$ cat src/rtl/snake_trail_fb_if.sv
// rtl/snake_trail_fb_if.sv - move handshake and framebuffer RAM port bundle
// The controller takes the master side; the key decoder / RAM side takes slave.
interface snake_trail_fb_if #(
   parameter int A_W = 10
);
   logic           move_valid;
   logic [1:0]     move_dir;
   logic           move_ready;
   logic [A_W-1:0] ram_rd_addr;
   logic [7:0]     ram_rd_data;
   logic [A_W-1:0] ram_wr_addr;
   logic [7:0]     ram_wr_data;
   logic           ram_wr_en;

   modport master (
      input  move_valid, move_dir, ram_rd_data,
      output move_ready, ram_rd_addr, ram_wr_addr, ram_wr_data, ram_wr_en
   );

   modport slave (
      output move_valid, move_dir, ram_rd_data,
      input  move_ready, ram_rd_addr, ram_wr_addr, ram_wr_data, ram_wr_en
   );
endinterface

$ cat src/rtl/snake_trail_fb.sv
// rtl/snake_trail_fb.sv - snake head + trail history with RMW on a paged mono framebuffer
// Define SNAKE_WRAP_EN to wrap the head at screen edges; otherwise off-screen moves are ignored.
module snake_trail_fb #(
   parameter int COLS      = 128,
   parameter int PAGES     = 8,
   parameter int TRAIL_LEN = 16,
   parameter int RD_LAT    = 2,
   parameter int X_W       = $clog2(COLS),
   parameter int Y_W       = $clog2(PAGES*8),
   parameter int A_W       = $clog2(COLS*PAGES),
   parameter int C_W       = $clog2(TRAIL_LEN) + 1
) (
   input  logic                 clk,
   input  logic                 rst,
   snake_trail_fb_if.master     bus,
   input  logic                 pen_toggle,
   input  logic                 clear_req,
   output logic                 pen_on,
   output logic                 busy,
   output logic [X_W-1:0]       head_x,
   output logic [Y_W-1:0]       head_y,
   output logic [C_W-1:0]       trail_cnt
);
   localparam int P_W = $clog2(TRAIL_LEN);
   localparam int W_W = $clog2(RD_LAT + 1);
   localparam logic [X_W-1:0] X_MAX     = X_W'(COLS - 1);
   localparam logic [Y_W-1:0] Y_MAX     = Y_W'(PAGES*8 - 1);
   localparam logic [A_W-1:0] CLR_LAST  = A_W'(COLS*PAGES - 1);
   localparam logic [W_W-1:0] WAIT_LAST = W_W'(RD_LAT - 2);

   localparam logic [2:0] ST_CLEAR  = 3'd0;
   localparam logic [2:0] ST_IDLE   = 3'd1;
   localparam logic [2:0] ST_E_RD   = 3'd2;
   localparam logic [2:0] ST_E_WAIT = 3'd3;
   localparam logic [2:0] ST_E_WR   = 3'd4;
   localparam logic [2:0] ST_S_RD   = 3'd5;
   localparam logic [2:0] ST_S_WAIT = 3'd6;
   localparam logic [2:0] ST_S_WR   = 3'd7;

   logic [2:0]     state;
   logic           rst_q;
   logic [A_W-1:0] clr_cnt;
   logic [W_W-1:0] wait_cnt;
   logic [P_W-1:0] wr_ptr;
   logic [X_W-1:0] hist_x [TRAIL_LEN];
   logic [Y_W-1:0] hist_y [TRAIL_LEN];
   logic [X_W-1:0] er_x;
   logic [Y_W-1:0] er_y;

   logic [X_W-1:0] nx;
   logic [Y_W-1:0] ny;
   logic           off_edge;
   logic           dup;
   logic           full;
   logic           erase_ph;
   logic [A_W-1:0] op_addr;
   logic [7:0]     bit_mask;

   function automatic logic [A_W-1:0] pix_addr(input logic [X_W-1:0] x, input logic [Y_W-1:0] y);
      return A_W'(y >> 3) * A_W'(COLS) + A_W'(x);
   endfunction

   // Bounds are compared explicitly because COLS need not be a power of two.
   always_comb begin
      nx       = head_x;
      ny       = head_y;
      off_edge = 1'b0;
      case (bus.move_dir)
         2'd0: if (head_y == '0) begin
`ifdef SNAKE_WRAP_EN
            ny = Y_MAX;
`else
            off_edge = 1'b1;
`endif
         end else ny = head_y - Y_W'(1);
         2'd1: if (head_y == Y_MAX) begin
`ifdef SNAKE_WRAP_EN
            ny = '0;
`else
            off_edge = 1'b1;
`endif
         end else ny = head_y + Y_W'(1);
         2'd2: if (head_x == '0) begin
`ifdef SNAKE_WRAP_EN
            nx = X_MAX;
`else
            off_edge = 1'b1;
`endif
         end else nx = head_x - X_W'(1);
         default: if (head_x == X_MAX) begin
`ifdef SNAKE_WRAP_EN
            nx = '0;
`else
            off_edge = 1'b1;
`endif
         end else nx = head_x + X_W'(1);
      endcase
   end

   // When full, wr_ptr names the oldest entry; it survives if anything else still covers it.
   always_comb begin
      dup = (nx == hist_x[wr_ptr]) && (ny == hist_y[wr_ptr]);
      for (int i = 0; i < TRAIL_LEN; i++) begin
         if (P_W'(i) != wr_ptr && hist_x[i] == hist_x[wr_ptr] && hist_y[i] == hist_y[wr_ptr])
            dup = 1'b1;
      end
   end

   assign full     = (trail_cnt == C_W'(TRAIL_LEN));
   assign erase_ph = (state == ST_E_RD) || (state == ST_E_WAIT) || (state == ST_E_WR);
   assign op_addr  = erase_ph ? pix_addr(er_x, er_y) : pix_addr(head_x, head_y);
   assign bit_mask = 8'd1 << (erase_ph ? er_y[2:0] : head_y[2:0]);

   assign busy           = (state != ST_IDLE);
   assign bus.move_ready = (state == ST_IDLE) && !clear_req && !pen_toggle;
   assign bus.ram_rd_addr = (state == ST_E_RD || state == ST_S_RD) ? op_addr : '0;
   assign bus.ram_wr_en   = (state == ST_CLEAR && !rst_q) || state == ST_E_WR || state == ST_S_WR;
   assign bus.ram_wr_addr = (state == ST_CLEAR) ? clr_cnt :
                            (state == ST_E_WR || state == ST_S_WR) ? op_addr : '0;
   assign bus.ram_wr_data = (state == ST_E_WR) ? (bus.ram_rd_data & ~bit_mask) :
                            (state == ST_S_WR) ? (bus.ram_rd_data | bit_mask) : 8'h00;

   always_ff @(posedge clk) begin
      if (rst) begin
         state     <= ST_CLEAR;
         rst_q     <= 1'b1;
         clr_cnt   <= '0;
         wait_cnt  <= '0;
         wr_ptr    <= '0;
         trail_cnt <= '0;
         pen_on    <= 1'b0;
         head_x    <= '0;
         head_y    <= '0;
         er_x      <= '0;
         er_y      <= '0;
      end else begin
         case (state)
            ST_CLEAR: begin
               // rst_q holds off the sweep for the cycle reset is released in.
               if (rst_q) rst_q <= 1'b0;
               else if (clr_cnt == CLR_LAST) begin
                  state     <= ST_IDLE;
                  clr_cnt   <= '0;
                  trail_cnt <= '0;
                  wr_ptr    <= '0;
               end else clr_cnt <= clr_cnt + A_W'(1);
            end
            ST_IDLE: begin
               if (clear_req) begin
                  state   <= ST_CLEAR;
                  clr_cnt <= '0;
               end else if (pen_toggle) begin
                  pen_on <= ~pen_on;
               end else if (bus.move_valid && !off_edge) begin
                  head_x <= nx;
                  head_y <= ny;
                  if (pen_on) begin
                     hist_x[wr_ptr] <= nx;
                     hist_y[wr_ptr] <= ny;
                     wr_ptr         <= wr_ptr + P_W'(1);
                     if (full) begin
                        er_x  <= hist_x[wr_ptr];
                        er_y  <= hist_y[wr_ptr];
                        state <= dup ? ST_S_RD : ST_E_RD;
                     end else begin
                        trail_cnt <= trail_cnt + C_W'(1);
                        state     <= ST_S_RD;
                     end
                  end
               end
            end
            ST_E_RD: begin
               wait_cnt <= '0;
               state    <= (RD_LAT == 1) ? ST_E_WR : ST_E_WAIT;
            end
            ST_E_WAIT: begin
               if (wait_cnt == WAIT_LAST) state <= ST_E_WR;
               else wait_cnt <= wait_cnt + W_W'(1);
            end
            ST_E_WR: state <= ST_S_RD;
            ST_S_RD: begin
               wait_cnt <= '0;
               state    <= (RD_LAT == 1) ? ST_S_WR : ST_S_WAIT;
            end
            ST_S_WAIT: begin
               if (wait_cnt == WAIT_LAST) state <= ST_S_WR;
               else wait_cnt <= wait_cnt + W_W'(1);
            end
            default: state <= ST_IDLE;
         endcase
      end
   end
endmodule

$ cat src/flat_wrapper.sv
// flat-port wrapper written by rule: the top's interface ports become plain ports
module snake_trail_fb_flat 
#(
   parameter int COLS      = 128,
   parameter int PAGES     = 8,
   parameter int TRAIL_LEN = 16,
   parameter int RD_LAT    = 2,
   parameter int X_W       = $clog2(COLS),
   parameter int Y_W       = $clog2(PAGES*8),
   parameter int A_W       = $clog2(COLS*PAGES),
   parameter int C_W       = $clog2(TRAIL_LEN) + 1
)
  (clk, rst, pen_toggle, clear_req, pen_on, busy, head_x, head_y, trail_cnt, bus_move_valid, bus_move_dir, bus_ram_rd_data, bus_move_ready, bus_ram_rd_addr, bus_ram_wr_addr, bus_ram_wr_data, bus_ram_wr_en);
  snake_trail_fb_if #(.A_W(A_W)) bus_i ();
  input  logic clk;
  input  logic rst;
  input  logic pen_toggle;
  input  logic clear_req;
  output logic pen_on;
  output logic busy;
  output logic [X_W-1:0] head_x;
  output logic [Y_W-1:0] head_y;
  output logic [C_W-1:0] trail_cnt;
  input wire logic [$bits(bus_i.move_valid)-1:0] bus_move_valid;
  input wire logic [$bits(bus_i.move_dir)-1:0] bus_move_dir;
  input wire logic [$bits(bus_i.ram_rd_data)-1:0] bus_ram_rd_data;
  output wire logic [$bits(bus_i.move_ready)-1:0] bus_move_ready;
  output wire logic [$bits(bus_i.ram_rd_addr)-1:0] bus_ram_rd_addr;
  output wire logic [$bits(bus_i.ram_wr_addr)-1:0] bus_ram_wr_addr;
  output wire logic [$bits(bus_i.ram_wr_data)-1:0] bus_ram_wr_data;
  output wire logic [$bits(bus_i.ram_wr_en)-1:0] bus_ram_wr_en;
  assign bus_i.move_valid = bus_move_valid;
  assign bus_i.move_dir = bus_move_dir;
  assign bus_i.ram_rd_data = bus_ram_rd_data;
  assign bus_move_ready = bus_i.move_ready;
  assign bus_ram_rd_addr = bus_i.ram_rd_addr;
  assign bus_ram_wr_addr = bus_i.ram_wr_addr;
  assign bus_ram_wr_data = bus_i.ram_wr_data;
  assign bus_ram_wr_en = bus_i.ram_wr_en;
  snake_trail_fb #(.COLS(COLS), .PAGES(PAGES), .TRAIL_LEN(TRAIL_LEN), .RD_LAT(RD_LAT), .X_W(X_W), .Y_W(Y_W), .A_W(A_W), .C_W(C_W)) u_core (.clk(clk), .rst(rst), .bus(bus_i), .pen_toggle(pen_toggle), .clear_req(clear_req), .pen_on(pen_on), .busy(busy), .head_x(head_x), .head_y(head_y), .trail_cnt(trail_cnt));
endmodule
$ cat config.mk
export PLATFORM = sky130hd
export DESIGN_NAME = snake_trail_fb_flat
export DESIGN_NICKNAME = d
export VERILOG_FILES = /design/src/rtl/snake_trail_fb_if.sv /design/src/rtl/snake_trail_fb.sv /design/src/flat_wrapper.sv
export SDC_FILE = /design/constraint.sdc
export NUM_CORES = 1
export LEC_CHECK = 0
export ABC_AREA = 1
export BUFFER_PORTS_ARGS = -buffer_cell sky130_fd_sc_hd__buf_4
export CORE_UTILIZATION = 39
export CTS_BUF_LIST = sky130_fd_sc_hd__clkbuf_4 sky130_fd_sc_hd__clkbuf_8
export DETAILED_ROUTE_END_ITERATION = 8
export PLACE_DENSITY_LB_ADDON = 0.05
export SLEW_MARGIN = 25
export SYNTH_ARGS = -nofsm -noshare
export SYNTH_HDL_FRONTEND = slang
export SYNTH_SLANG_ARGS = --single-unit
$ cat constraint.sdc
create_clock -name clk -period 3.55 [get_ports clk]
set_input_delay 0.5325 -clock clk [delete_from_list [all_inputs] [get_ports clk]]
set_output_delay 0.5325 -clock clk [all_outputs]
set_load 0.03 [all_outputs]
# After elaboration in Yosys (flattened, before gate mapping)

Memories as Yosys holds them, arrays and structs flattened. A register that Yosys moved wholly into a read port is not among the register bits.
Index checks and enable logic that the tools add are counted.

Flip-flop bits (word level): 52
RAM bits: 208
Input port bits: 15
Output and inout port bits: 50
Word-level logic and storage cells: 250
Memories kept: 2

Memories:

| name          | words | width | read ports | clocked after memory_dff | wr ports | line                 | RTL |
|---|---|---|---|---|---|---|---|
| u_core.hist_x | 16    | 7     | 17         | 1                        | 1        | snake_trail_fb.sv:45 | `logic [X_W-1:0] hist_x [TRAIL_LEN];` |
| u_core.hist_y | 16    | 6     | 17         | 1                        | 1        | snake_trail_fb.sv:46 | `logic [Y_W-1:0] hist_y [TRAIL_LEN];` |

Add/sub/neg operators: 10
Equality and inequality tests: 77
Shifts and indexed selects: 1
Multiplexer cells: 77
Bitwise logic cells: 6
Reduce and logical (&&, ||, !) cells: 66

Operators by type and width:

| kind                  | number |
|---|---|
| $eq 7x7->1            | 17 |
| $eq 6x6->1            | 17 |
| $mux 10               | 7 |
| $mux 4                | 10 |
| $logic_and 1x1->1     | 37 |
| $mux 5                | 7 |
| $mux 3                | 11 |
| $ne 4x4->1 const A    | 8 |
| $mux 1                | 27 |
| $pmux 3 s7            | 1 |
| $add 10x7->10         | 2 |
| $pmux 10 s2           | 1 |
| $ne 2x2->1 const B    | 9 |
| $mux 8                | 2 |
| $ne 3x4->1 const A    | 4 |
| $mux 7                | 2 |
| $pmux 7 s2            | 1 |
| $reduce_and 7->1      | 2 |
| $eq 3x3->1 const B    | 4 |
| $mux 6                | 2 |
| $pmux 6 s2            | 1 |
| $add 10x1->10 const B | 1 |
| $eq 10x10->1 const B  | 1 |
| $pmux 5 s2            | 1 |
| 43 further kinds      | 62 |

# Logic depth before layout (Yosys ltp)

Gate-level depths: netlist of run 1.

Depth after elaboration: 28
Mapped depth: 24
Depth with buffers taken out: 22

# Worst setup path after synthesis of run 1

No wires, ideal clock.

Kind: reg-to-reg
Start point: register u_core.state[1]
End point: memory u_core.hist_x[10][0] (netlist bit), enable pin
Library setup time: 417 ps
Arrival: 3295 ps
Data required time: 3133 ps
Setup slack: -162 ps
Cell stages (with the launch flop): 7
Path buffers: 1
Clock period less this slack: 3712 ps
Cells stage by stage: dfxtp_1 -> clkbuf_1 -> nor3_2 -> inv_1 -> nor3_2 -> nand4_1 -> nor4_1

Longest elaborated chain between the ends: 4

RTL lines:

| what                         | line                  | RTL |
|---|---|---|
| start: declaration           | snake_trail_fb.sv:40  | `logic [2:0] state;` |
| start signal: assignment     | snake_trail_fb.sv:164 | `state <= dup ? ST_S_RD : ST_E_RD;` |
| start signal: assignment     | snake_trail_fb.sv:174 | `state <= (RD_LAT == 1) ? ST_E_WR : ST_E_WAIT;` |
| start signal: assignment     | snake_trail_fb.sv:183 | `state <= (RD_LAT == 1) ? ST_S_WR : ST_S_WAIT;` |
| $eq 3x1->1                   | snake_trail_fb.sv:137 | `case (state)` |
| $mux 1                       | snake_trail_fb.sv:137 |  |
| $mux 1                       | snake_trail_fb.sv:124 | `if (rst) begin` |
| $mux 1 (not written as such) | snake_trail_fb.sv:158 | `hist_x[wr_ptr] <= nx;` |
| end: declaration             | snake_trail_fb.sv:45  |  |

Every way passes these cells.

# Worst setup path after layout of run 1

Start point: register u_core.state[2]
End point: output bus_ram_wr_data[0]

Longest elaborated chain between the ends: 8
Elaborated cells between the ends (all ways): 13
Classes of those cells: 4 x eq/ne; 1 x shift; 3 x mux; 3 x bitwise; 2 x reduce/logical

RTL lines:

| what                                           | line                                         | RTL |
|---|---|---|
| $eq 3x2->1                                     | snake_trail_fb.sv:110                        | `assign erase_ph = (state == ST_E_RD) \|\| (state == ST_E_WAIT) \|\| (state == ST_E_WR);` |
| $logic_or 1x1->1 (2 in a row)                  | snake_trail_fb.sv:110                        |  |
| $mux 3                                         | snake_trail_fb.sv:112                        | `assign bit_mask = 8'd1 << (erase_ph ? er_y[2:0] : head_y[2:0]);` |
| $shl 1x3->8                                    | snake_trail_fb.sv:112                        |  |
| $or 8x8->8 / $not 8->8 (equally long branches) | snake_trail_fb.sv:121, snake_trail_fb.sv:120 |  |
| $mux 8 / $and 8x8->8 (equally long branches)   | snake_trail_fb.sv:121, snake_trail_fb.sv:120 |  |
| $mux 8 *                                       | snake_trail_fb.sv:120                        | `assign bus.ram_wr_data = (state == ST_E_WR) ? (bus.ram_rd_data & ~bit_mask) :` |
| end: declaration                               | flat_wrapper.sv:30                           | `output wire logic [$bits(bus_i.ram_wr_data)-1:0] bus_ram_wr_data;` |

Every way passes the cells marked *; elsewhere a longest branch is shown, timed or not.

==> impl_summary.md, run 1 <==
Run status
The flow ran to the end, and the final reports show no timing, DRC or antenna violations.

Detailed routing
The vias per cell is approximately 5.3. The number of antenna-violating nets in the routed design is 0. The first routing iteration left 1271 violations. In the routed design, unresolved DRC markers number 0.

The routed layout has roughly 16000 vias. The routed length per instance is 21.5 um. The pre-antenna-repair detailed-routing pass consisted of 7 iterations. The routed wire length is 63.5 mm.

CTS
The TritonCTS clock tree is built. The clock passes through at most 3 buffers. The clock root buffer is clkbuf_8. The clock latency on the worst-skew pair is roughly 0.66 ns. Hold repair after CTS inserted 0 buffers. The H-tree generated during clock tree synthesis spans 2 levels.

The number of buffers added by the clock tree synthesis step is 51. The clock transition at the registers of the reported paths is roughly 0.06 ns. CTS saw 264 sinks.

Setup path
The beginning of the critical path is u_core.state[2]. The critical path goes through inv_1 > nand3_1 > nor3b_4 > buf_4 > nand2_1 > o21ai_0 > inv_1 > nor2_1 > inv_1 > nor2_1 > o22ai_1 > a21oi_1 > buf_4. In this design, the critical path's most frequently occurring cell is inv_1.

For the worst setup path, the data required time is 3.02 ns. The largest single stage delay on the critical path is approximately 0.4 ns. STA classifies the critical path startpoint as a register. The cell type of the slowest stage on the worst timing path is dfxtp_4.

The arrival time at the worst endpoint is ~2.9 ns. The maximum net fanout on the critical path is 7. The worst setup path is captured at an output pin. The type of the worst setup path is register to output pin.

Timing
The share of the cycle needed by the critical path after routing is 0.961. The hold violation count in the final report is 0. Setup violations remaining at the end of the flow were counted as 0. In this run the tightest slew margin relative to its limit is 0.497. The pin slew with the least headroom to its limit is ~0.75 ns. The minimum period implied by the final worst setup slack is 3.41 ns. The worst hold slack after final layout is 0.167 ns. The maximum frequency from static timing analysis is 293 MHz. The max-slew violation count is 0. The clock tree skew after final layout is around 0.037 ns.

Finish
The number of antenna cells inserted is 0. From synthesis to final layout, the design area changed by 14.2%. The post-route core utilization is 0.451. The final layout net count is 2405. After the flow finishes, the layout carries non-filler instances totaling 2958. The fraction of final layout cells with drive strength greater than 1 is 0.120. After filler insertion, the fill cell instance count of the layout stands at 4299.

Power and ir drop
Summed over all nets, the switching power comes to around 1.5 mW. The ratio of total power to cell area is 350 nW/um2. The internal power consumption is 5.12 mW. The combinational power share is 0.024. The largest vdd supply drop is 0.248 mV.

The share of total power dissipated in the clock network is 0.475. Of the total power, registers draw 0.501. For this design the static power due to leakage is 8.70 nW. The switching portion of total power is 0.230.

Global routing
The number of antenna violations at the first check in global routing is 0. The total overflow reported by the global router is 0. The met3 layer usage reported by global route is 0.0397. Across every metal layer, demand over resource in global routing totals 0.293. The met2 track utilization from global routing is 0.493.

Entering global routing, the biggest net connects 61 pins. The busiest metal layer after global routing is met2. For met1 alone, demand over resource in global routing was 0.350. The number of global-route vias before repair is 15100.

The first-pass GRT wire length is 94.4 mm.

Logic synthesis
The share of synthesized area in the top cell type comes to 0.376. In the post-synthesis netlist, the cell with the most instances is nand2_1. The synthesized netlist contains 44 unique library cells. The cell area that synthesis handed to floorplanning was ~17000 um2. In the synthesized netlist, the number of instances is 2267. The total nets after synthesis is 2296. Among all flip-flop cells after synthesis, the most frequent one is edfxtp_1.

The count of synthesis-stage warnings from yosys is 0. Yosys mapped a number of flops with a built-in enable equal to 208. Of the synthesized area, sequential elements account for 0.443.

The synthesized flop and latch total is 264. The async set-or-reset flop fraction in the synthesized netlist is 0. The largest area contributor in the netlist is edfxtp_1.

The average footprint of a synthesized cell is 7.33 um2. By count the netlist is led by nand2_1, nand3_1, inv_1, edfxtp_1, nor2_1. In the post-synthesis netlist, the biggest area contributors are edfxtp_1, nand2_1, nand3_1.

Die
The die outline height is 208 um. The core box area is 42000 um2. The initialized floorplan defines 75 standard-cell rows. 65 I/O pins were placed.

The total die area is 43500 um2. In this run the horizontal extent of the chip is 208 um. The initial utilization of the core area, before any placement, comes to 0.395.

Min path
The tightest min-delay check is of the primary input to register type. The startpoint identified for the worst hold timing path is rst.

Place
Detailed placement ended at an HPWL of 46.9 mm. Including well taps, the total number of placed cells is 2858. The number of buffer cells added on primary ports is 64. The routability-driven placement congestion ratio is 0.983.

Run
The number of max-cap violations is 0.
-- power groups by stage --
| stage | logic (mW) | clock network, mW | registers (mW) |
|---|---|---|---|
| after floorplan | 0.0798 | 0 | 3.40 |
| after global placement | 0.158 | 0 | 3.40 |
| after detailed placement | 0.157 | 0 | 3.40 |
| after CTS | 0.158 | 3.23 | 3.33 |
| after global routing | 0.173 | 3.36 | 3.33 |
| final | 0.158 | 3.16 | 3.33 |
-- worst max-delay path, delay by kind of cell, from the launching register on --
kind                   cells  cell delay [ns]
AOI/OAI and AO/OA          3             0.40
buffers and inverters      5             0.63
DFF                        1             0.40
and+or+nand+nor            5             0.78
-- cell usage in the layout (no fill, tap or decap), types with 2 or more instances in the layout --
cell type / instances
a211oi_1: 5
a21oi_1: 60
a31oi_1: 2
buf_12: 6
buf_4: 146
clkbuf_4: 20
clkbuf_8: 57
clkinv_1: 16
clkinv_2: 2
dfxtp_1: 51
dfxtp_2: 3
dfxtp_4: 2
edfxtp_1: 208
ha_1: 14
inv_1: 317
inv_2: 6
nand2_1: 699
nand2_2: 7
nand2_4: 2
nand3_1: 337
nand3_2: 11
nand3_4: 10
nand4_1: 11
nor2_1: 205
nor2_2: 2
nor3_1: 15
nor3_2: 4
nor3b_1: 4
nor4_1: 2
nor4_2: 2
o211ai_1: 7
o211ai_2: 2
o21ai_0: 78
o21ai_1: 26
o22ai_1: 22
or2_2: 2
xnor2_1: 5
xor2_1: 37
-- cell families (layout without fill, tap and decap cells) --
family,after synthesis,in the layout,share of synthesized area
xor gates and xnor gates,42,42,0.0221
adders and majority gates,14,14,0.0105
muxes,1,1,0.000602
DFF,264,264,0.443
and+or+nand+nor,1317,1317,0.344
AOI/OAI and AO/OA,207,207,0.0676
buffers and inverters,422,574,0.112
-- timing repair --
| item | CTS | global route |
|---|---|---|
| setup buffers | 4 | 0 |
| endpoints found under the setup margin | 6 | 13 |
| pin swaps | 0 | 0 |
| gates resized for setup | 3 | 9 |
-- flip-flops by register name, indices dropped and copies added, names as in the netlist, 2 cells and up, named ones only --
signal / flops
u_core.er_y: 6
u_core.head_y: 6
u_core.wr_ptr: 4
u_core.clr_cnt: 10
u_core.state: 3
u_core.head_x: 7
u_core.trail_cnt: 5
u_core.hist_y: 96
u_core.wait_cnt: 2
u_core.hist_x: 112
u_core.er_x: 7
-- cell type report --
| type | count | area, um2 | share of cell area |
|---|---|---|---|
| clock buffer | 77 | 935 | 0.0492 |
| clock inverter | 19 | 111 | 0.00587 |
| inverter | 326 | 1230 | 0.0647 |
| multi-input combinational | 1581 | 7440 | 0.392 |
| sequential | 264 | 7380 | 0.389 |
| tap | 539 | 674 | 0.0355 |
| timing repair buffer | 152 | 1220 | 0.0641 |
-- metrics by stage --
step / total power [mW] / area (um2) / setup TNS (ns) / worst slack, ns
final: 6.65 / 19000 / 0 / 0.140
after global routing: 6.86 / 19000 / -0.0267 / -0.0267
after CTS: 6.72 / 19000 / 0 / 0.0157
after detailed placement: 3.56 / 17900 / 0 / 0.0952
after global placement: 3.56 / 17900 / 0 / 0.0808
after floorplan: 3.48 / 16600 / -4.20 / -0.162
-- worst paths after layout --
kind / end / depth (start not counted) / slack [ns]
worst min register to register: u_core.er_y[4] / 2 / 0.45
worst min-delay path: u_core.state[1] / 2 / 0.17
worst max register to register: u_core.state[2] / 20 / 0.25
worst max-delay path: bus_ram_wr_data[0] / 13 / 0.14
-- metal layers --
metal / wire [um] / share of wire
met5: 0 / 0
met4: 4170 / 0.066
met3: 3730 / 0.059
met2: 30300 / 0.48
met1: 25300 / 0.40
Power figures use the tool's default switching activity.
==> run 2: changes to the inputs <==
ABC_AREA = not set   (was 1)
CORE_ASPECT_RATIO = 1.1   (was not set)
==> impl_summary.md, run 2 <==
Run status
The flow ran to the end, and the final reports show no timing, DRC or antenna violations.

Detailed routing
The DRC violations left is 0. The vias per cell is 5.90. The final route contains approximately 16000 vias. Once detail routing completed, the nets flagged for antenna violations numbered 0. The number of DRC markers in iteration 0 is 1370. For this run, the detailed router's first-pass iteration total came to 7. The routed design has 79.8 mm of wire. The routed length per instance is 29.9 um.

Finish
The largest registers in the layout are u_core.hist_x (112), u_core.hist_y (96), u_core.clr_cnt (10). The register with the most flip-flops in the layout has 112 of them. The library cells used most frequently in the layout, excluding fill and tap cells, are buf_4, xnor2_1, edfxtp_1, xor2_1, nor2_1. The final layout net count is 2073.

The register with the most flip-flops is u_core.hist_x. Relative to the synthesized area, the layout overhead comes to 25.5%. Of the cells placed in the final design, the portion with a size suffix greater than 1 is 0.280. The library cell used most frequently in the layout, excluding fill and tap cells, is buf_4.

Place
The routability-driven placement congestion ratio is 0.989. The placed wire-length estimate after detailed placement is 60.7 mm. Input and output buffers added on the ports amount to 64.

The pre-CTS worst setup slack is -0.381 ns.

Global routing
The number of global-route vias before repair is 15300. In the global route stage, overall resource usage came out at 0.334. The number of antenna violations at the first check in global routing is 0. Entering global routing, the biggest net connects 45 pins. The total overflow reported by the global router is 0. The first global-routing pass estimated 113 mm of wire.

Setup path
The launching element type of the critical path is a register. The worst setup path is captured at a register. The critical path data required time is slightly above 4 ns. Of all nets on the critical path, the largest fanout is 8. The arrival time at the worst endpoint is 4.04 ns. The worst setup path is of the register to register kind.

Die
The die boundary width is 208 um. 65 I/O pins were placed. After floorplanning, the core was divided into 82 placement rows. The starting density of the core is 0.397. The core box area is 45700 um2.

The total die area is ~47000 um2. From bottom edge to top edge, the die measures 228 um.

Timing
Final hold analysis gives a worst-case slack of 0.238 ns. The max-slew violation count is 0. The headroom to the max-slew limit is 0.348. The share of the cycle needed by the critical path after routing is 0.992. The minimum period implied by the final worst setup slack is ~3.5 ns. Static timing analysis puts the maximum clock frequency at 284 MHz. The final number of setup-violating endpoints is 0. Across the routed clock network, the largest skew measured is 0.0349 ns. The pin slew with the least headroom to its limit is 0.979 ns. The hold violation count in the final report is 0.

Once routing completed, OpenROAD measured the worst setup slack at 0.0292 ns.

CTS
The TritonCTS clock tree is built. In this run, post-CTS hold repair placed 0 buffers. In this run the deepest clock path goes through 3 buffers.

The clock root buffer is clkbuf_8. CTS built an H-tree with a depth of 2. The clock transition at the registers of the reported paths is 0.06 ns.

The number of clock sinks is about 260. The clock latency on the worst-skew pair is 0.65 ns. The number of clock buffers added by TritonCTS is 48.

Logic synthesis
The count of synthesis-stage warnings from yosys is 0. The largest area contributor in the netlist is edfxtp_1. Sorting the synthesized cells by how often they occur yields xnor2_1, edfxtp_1, xor2_1, nor2_1, nand2_1. The number of synthesized flops with an enable pin is 208. The combined area of all synthesized cells is between 15000 and 20000 um2. The most frequently used cell type in the post-synthesis netlist is xnor2_1.

The total nets after synthesis is 1759. In this run, distinct cell masters in the synthesized netlist total between 80 and 90. The share of synthesized area in the top cell type comes to 0.345. Dividing the synthesized area by the synthesized cell count gives 10.5 um2. The most used flip-flop cell after synthesis is edfxtp_1.

By area the synthesized netlist is led by edfxtp_1, xnor2_1, xor2_1. Counting flops and latches in the post-synthesis netlist gives 264. The cell count after synthesis is 1730.

Counting flops with an async set or reset pin after synthesis yields a share of 0. The part of the Yosys area used for sequential elements is 0.407.

Power and ir drop
Across the VDD grid, the largest voltage drop is roughly 0.27 mV. The completed layout was analyzed and its total power is ~6.6 mW. In this run the static leakage power is 8.45 nW.

The ratio of total power to cell area is 292 nW/um2.

Run
The number of max-cap violations is 0.

Min path
In this run the most critical hold path is launched from pen_toggle. The path class of the tightest hold or removal check is primary input to register.
-- run 2: area by class of cell --
cell class / count / area, um2
multi-input cells: 1333 / 10400
diodes: 1 / 2.50
repair buffers: 377 / 3090
clock inverters: 30 / 313
well taps: 588 / 736
flip-flops and latches: 264 / 7380
fillers: 4231 / 22900
clock buffers: 56 / 739
inverters: 20 / 76.3
-- run 2: kinds of logic after synthesis --
family	synth area share
DFF	0.407
muxes	0.0940
and+or+nand+nor	0.129
xor gates and xnor gates	0.189
adders and majority gates	0.0102
AOI/OAI and AO/OA	0.131
buffers and inverters	0.0399
-- run 2: metal layers --
layer | track usage | up-vias | wire length [um]
met5 | 0 | - | 0
met4 | 0.139 | 0 | 3490
met3 | 0.0412 | 158 | 4560
met2 | 0.551 | 674 | 37900
met1 | 0.441 | 7881 | 33900
li1 | - | 7035 | -
-- run 2: per-stage QoR --
step | setup TNS, ns | cells | instance area, um2 | utilization
floorplan | 0 | 1730 | 18100 | -
detailed placement | -1.01 | 2553 | 21200 | 0.463
global placement | -1.31 | 2553 | 21200 | 0.463
global route | -0.000243 | 2668 | 22700 | 0.498
CTS | 0 | 2642 | 22300 | 0.489
finish | 0 | 2669 | 22700 | 0.498
-- run 2: worst paths after layout --
| check | to | slack [ns] | depth (start not counted) |
|---|---|---|---|
| min | u_core.pen_on | 0.24 | 4 |
| max reg2reg | u_core.state[1] | 0.03 | 10 |
| max | u_core.state[1] | 0.03 | 10 |
| min reg2reg | u_core.er_y[2] | 0.49 | 2 |
-- run 2: report_power, final --
part	internal, mW	switching, mW	leakage (nW)	total [mW]
clock network	1.84	1.41	0.531	3.24
registers	3.30	0.00314	2.53	3.30
logic	0.0355	0.0681	5.40	0.104
total	5.17	1.48	8.45	6.65
-- run 2: timing repair --
action / 4_1_cts / 5_1_grt
pin swaps: 1 / 8
endpoints found under the setup margin: 11 / 11
resized for setup: 24 / 39
setup buffers: 3 / 26
-- run 2: worst max-delay path, cell delays in order (launching register included) --
cell       delay [ns]
dfxtp_4          0.40
buf_4            0.22
mux4_2           0.56
o22ai_1          0.41
or2_1            0.25
xnor2_1          0.14
or4_1            0.42
or4_4            0.53
nand4_1          0.20
nor4_4           0.11
o2bb2ai_1        0.14
==> run 3: changes to the inputs <==
==> constraint.sdc (replaced) <==
create_clock -name clk -period 3.55 [get_ports clk]
set_input_delay 0.1775 -clock clk [delete_from_list [all_inputs] [get_ports clk]]
set_output_delay 0.1775 -clock clk [all_outputs]
set_load 0.03 [all_outputs]
==> impl_summary.md, run 3 (synthesis gave the netlist of run 2 again) <==
Power and ir drop
Summed over all cells, the static leakage comes to 8.33 nW. IR analysis of the VDD net gives a maximum drop of between 0.2 and 0.25 mV. The ratio of total power to cell area is 274 nW/um2.

Setup path
The cell repeated most along the worst path is buf_12. The largest individual stage delay along the critical path comes from the cell or4_1. The number of buffer and inverter instances along the worst setup path is 3. The maximum net fanout on the critical path is 7. The gate family responsible for the most delay along the worst path is multiplexers. For the worst setup path, the data required time is slightly above 4 ns.

Walking the worst path, the cells encountered are buf_12 > buf_12 > mux4_2 > mux2i_2 > mux2_2 > buf_4 > xor2_1 > nand4_1 > or4_1 > o21ai_2 > nor4_4 > o2bb2ai_1. STA puts the critical path data arrival time at 4.00 ns. STA classifies the critical path endpoint as a register. The register-to-register path setup slack is between 0.04 and 0.05 ns. On the worst path, the slowest cell contributes a delay of 0.57 ns. The launching element type of the critical path is a register. The type of the worst setup path is register to register.

Finish
The flip-flop count of the largest register, all copies and words added is between 100 and 150. The layout has between 4000 and 5000 filler cells. Relative to the synthesized area, the layout overhead comes to 23.8%. The design area is 22400 um2.

In the final design database the tool counted 2070 nets. The register with the most flip-flops is u_core.hist_x. The largest registers in the layout are u_core.hist_x (112), u_core.hist_y (96), u_core.clr_cnt (10). The finished layout holds 2667 standard cells, fillers aside. Of the cells placed in the final design, the portion with a size suffix greater than 1 is 0.269.

The library cell used most frequently in the layout, excluding fill and tap cells, is buf_4. Leaving out fill and tap cells, the most frequent cells in the layout are buf_4, xnor2_1, edfxtp_1, xor2_1, nor2_1.

Global routing
The met1 routing resource usage after global routing is 0.437. The number of global-route vias before repair is 15200. Entering global routing, the biggest net connects 45 pins.

The number of antenna violations at the first check in global routing is 6. The total overflow reported by the global router is 0. In the global route stage, overall resource usage came out at 0.335.

met2 is the most crowded layer. The met2 track utilization from global routing is 0.565. The first-pass GRT wire length is 113 mm. The met3 layer usage reported by global route is 0.0403.

Place
The number of buffer cells added on primary ports is 64. Once placement completed, the tool counted placed cells totaling 2573. In this run the cell area measured after placement is between 20000 and 25000 um2.

The congestion estimate from routability-driven global placement came to 0.995. The placed wire-length estimate after detailed placement is 61.6 mm.

Run
Max-cap violations in this run came to 0.

CTS
Buffers inserted during clock tree synthesis total 45. The tree is rooted in a clkbuf_8. The clock latency on the worst-skew pair is 0.65 ns.

The number of clock sinks is 264. The TritonCTS clock tree is built. The clock transition at the registers of the reported paths is 0.06 ns. The H-tree level count is 2. The maximum root-to-sink buffer count is 3.

Timing
On the final layout, the worst clock skew is 0.0472 ns. The pin slew with the least headroom to its limit is 0.911 ns. The final number of setup-violating endpoints is 0. The minimum period implied by the final worst setup slack is between 3 and 4 ns. The hold violation count in the final report is 0. Setup repair after global routing could not meet its margin everywhere. The max-slew violation count came to 0. The headroom to the max-slew limit is 0.393.

Timing would allow up to roughly 290 MHz. Of the available clock period, the critical path in the final layout requires 0.987.

Min path
In this run the worst hold path is classified as primary input to register.

Die
After floorplanning, the core was sized to cover ~46000 um2. For this configuration, the core starts out at a cell density of 0.397. The floorplan has 82 rows.

The number of top-level pins is 65. The die is 228 um tall. The die covers 47300 um2. From left edge to right edge, the die measures 208 um.

Detailed routing
The routed length per instance is about 30 um. For this block, the routed nets add up to 80.2 mm of wire. The first TritonRoute pass finished after 5 iterations. The detailed router finished its first iteration with 1466 violations. The detail route stage leaves a number of antenna-violating nets equal to 0. The vias per cell is a little under 6. The DRC violations left is 0. Detailed routing inserted a total of 15700 vias.

Run status
The flow ran to the end, and the final reports show no timing, DRC or antenna violations.
[run 3: cell count changes in the layout (fill, tap and decap cells not counted), sizes merged]
| cell | change |
|---|---|
| buf | -5 |
| clkinv | +3 |
| clkbuf | +4 |
| clkinvlp | -3 |
| bufinv | -6 |
| dlygate4sd3 | +5 |
[run 3: per-stage QoR]
stage | setup WS [ns] | TNS, ns | hold WS, ns | utilization | total power [mW]
finish | 0.0470 | 0 | 0.204 | 0.491 | 6.14
floorplan | 0.0499 | 0 | 0.364 | - | 3.42
global route | -0.110 | -0.179 | 0.194 | 0.491 | 6.34
global placement | -0.548 | -1.52 | 0.465 | 0.465 | 3.47
CTS | 0.00890 | 0 | 0.158 | 0.488 | 6.21
detailed placement | -0.416 | -1.09 | 0.468 | 0.465 | 3.47
[run 3: area by class of cell]
| class | instances | area (um2) | area share |
|---|---|---|---|
| Timing Repair Buffer | 377 | 3080 | 0.137 |
| Multi-Input combinational cell | 1333 | 10300 | 0.459 |
| Sequential cell | 264 | 7380 | 0.329 |
| Clock buffer | 60 | 732 | 0.0326 |
| Tap cell | 588 | 736 | 0.0328 |
| Antenna cell | 1 | 2.50 | 0.000112 |
| Inverter | 20 | 75.1 | 0.00335 |
| Clock inverter | 24 | 130 | 0.00580 |
[run 3: per-layer routing]
metal | wire length [um] | vias to the layer above | share of wire
met4 | 3290 | 0 | 0.041
li1 | - | 7031 | -
met2 | 38400 | 659 | 0.48
met5 | 0 | - | 0
met1 | 33900 | 7831 | 0.42
met3 | 4540 | 155 | 0.057
[run 3: path summary, 6_finish.rpt]
| kind | start | to | depth (start not counted) |
|---|---|---|---|
| max | register | u_core.state[1] | 12 |
| min | bus_move_valid | u_core.state[1] | 6 |
| max reg2reg | register | u_core.state[1] | 12 |
| min reg2reg | u_core.er_y[2] | u_core.er_y[2] | 2 |
[run 3: power breakdown]
part           leakage, nW  switching [mW]  internal [mW]
Combinational         5.35          0.0670         0.0370
Sequential            2.52         0.00330           3.30
Clock                0.463            1.37           1.36
[run 3: repair_timing]
action / in CTS / in global routing
setup buffers: 4 / 0
hold endpoints to repair: 21 / 0
pin swaps: 1 / 9
cloned: 0 / 0
gates resized for setup: 14 / 31
hold buffers: 5 / 0
setup endpoints to repair: 3 / 8
[run 3: worst min-delay path: cells and delay by family]
family	cells	cell delay, ns
AOI/OAI and AO/OA	2	0.22
buffers and inverters	2	0.24
and+or+nand+nor	2	0.13
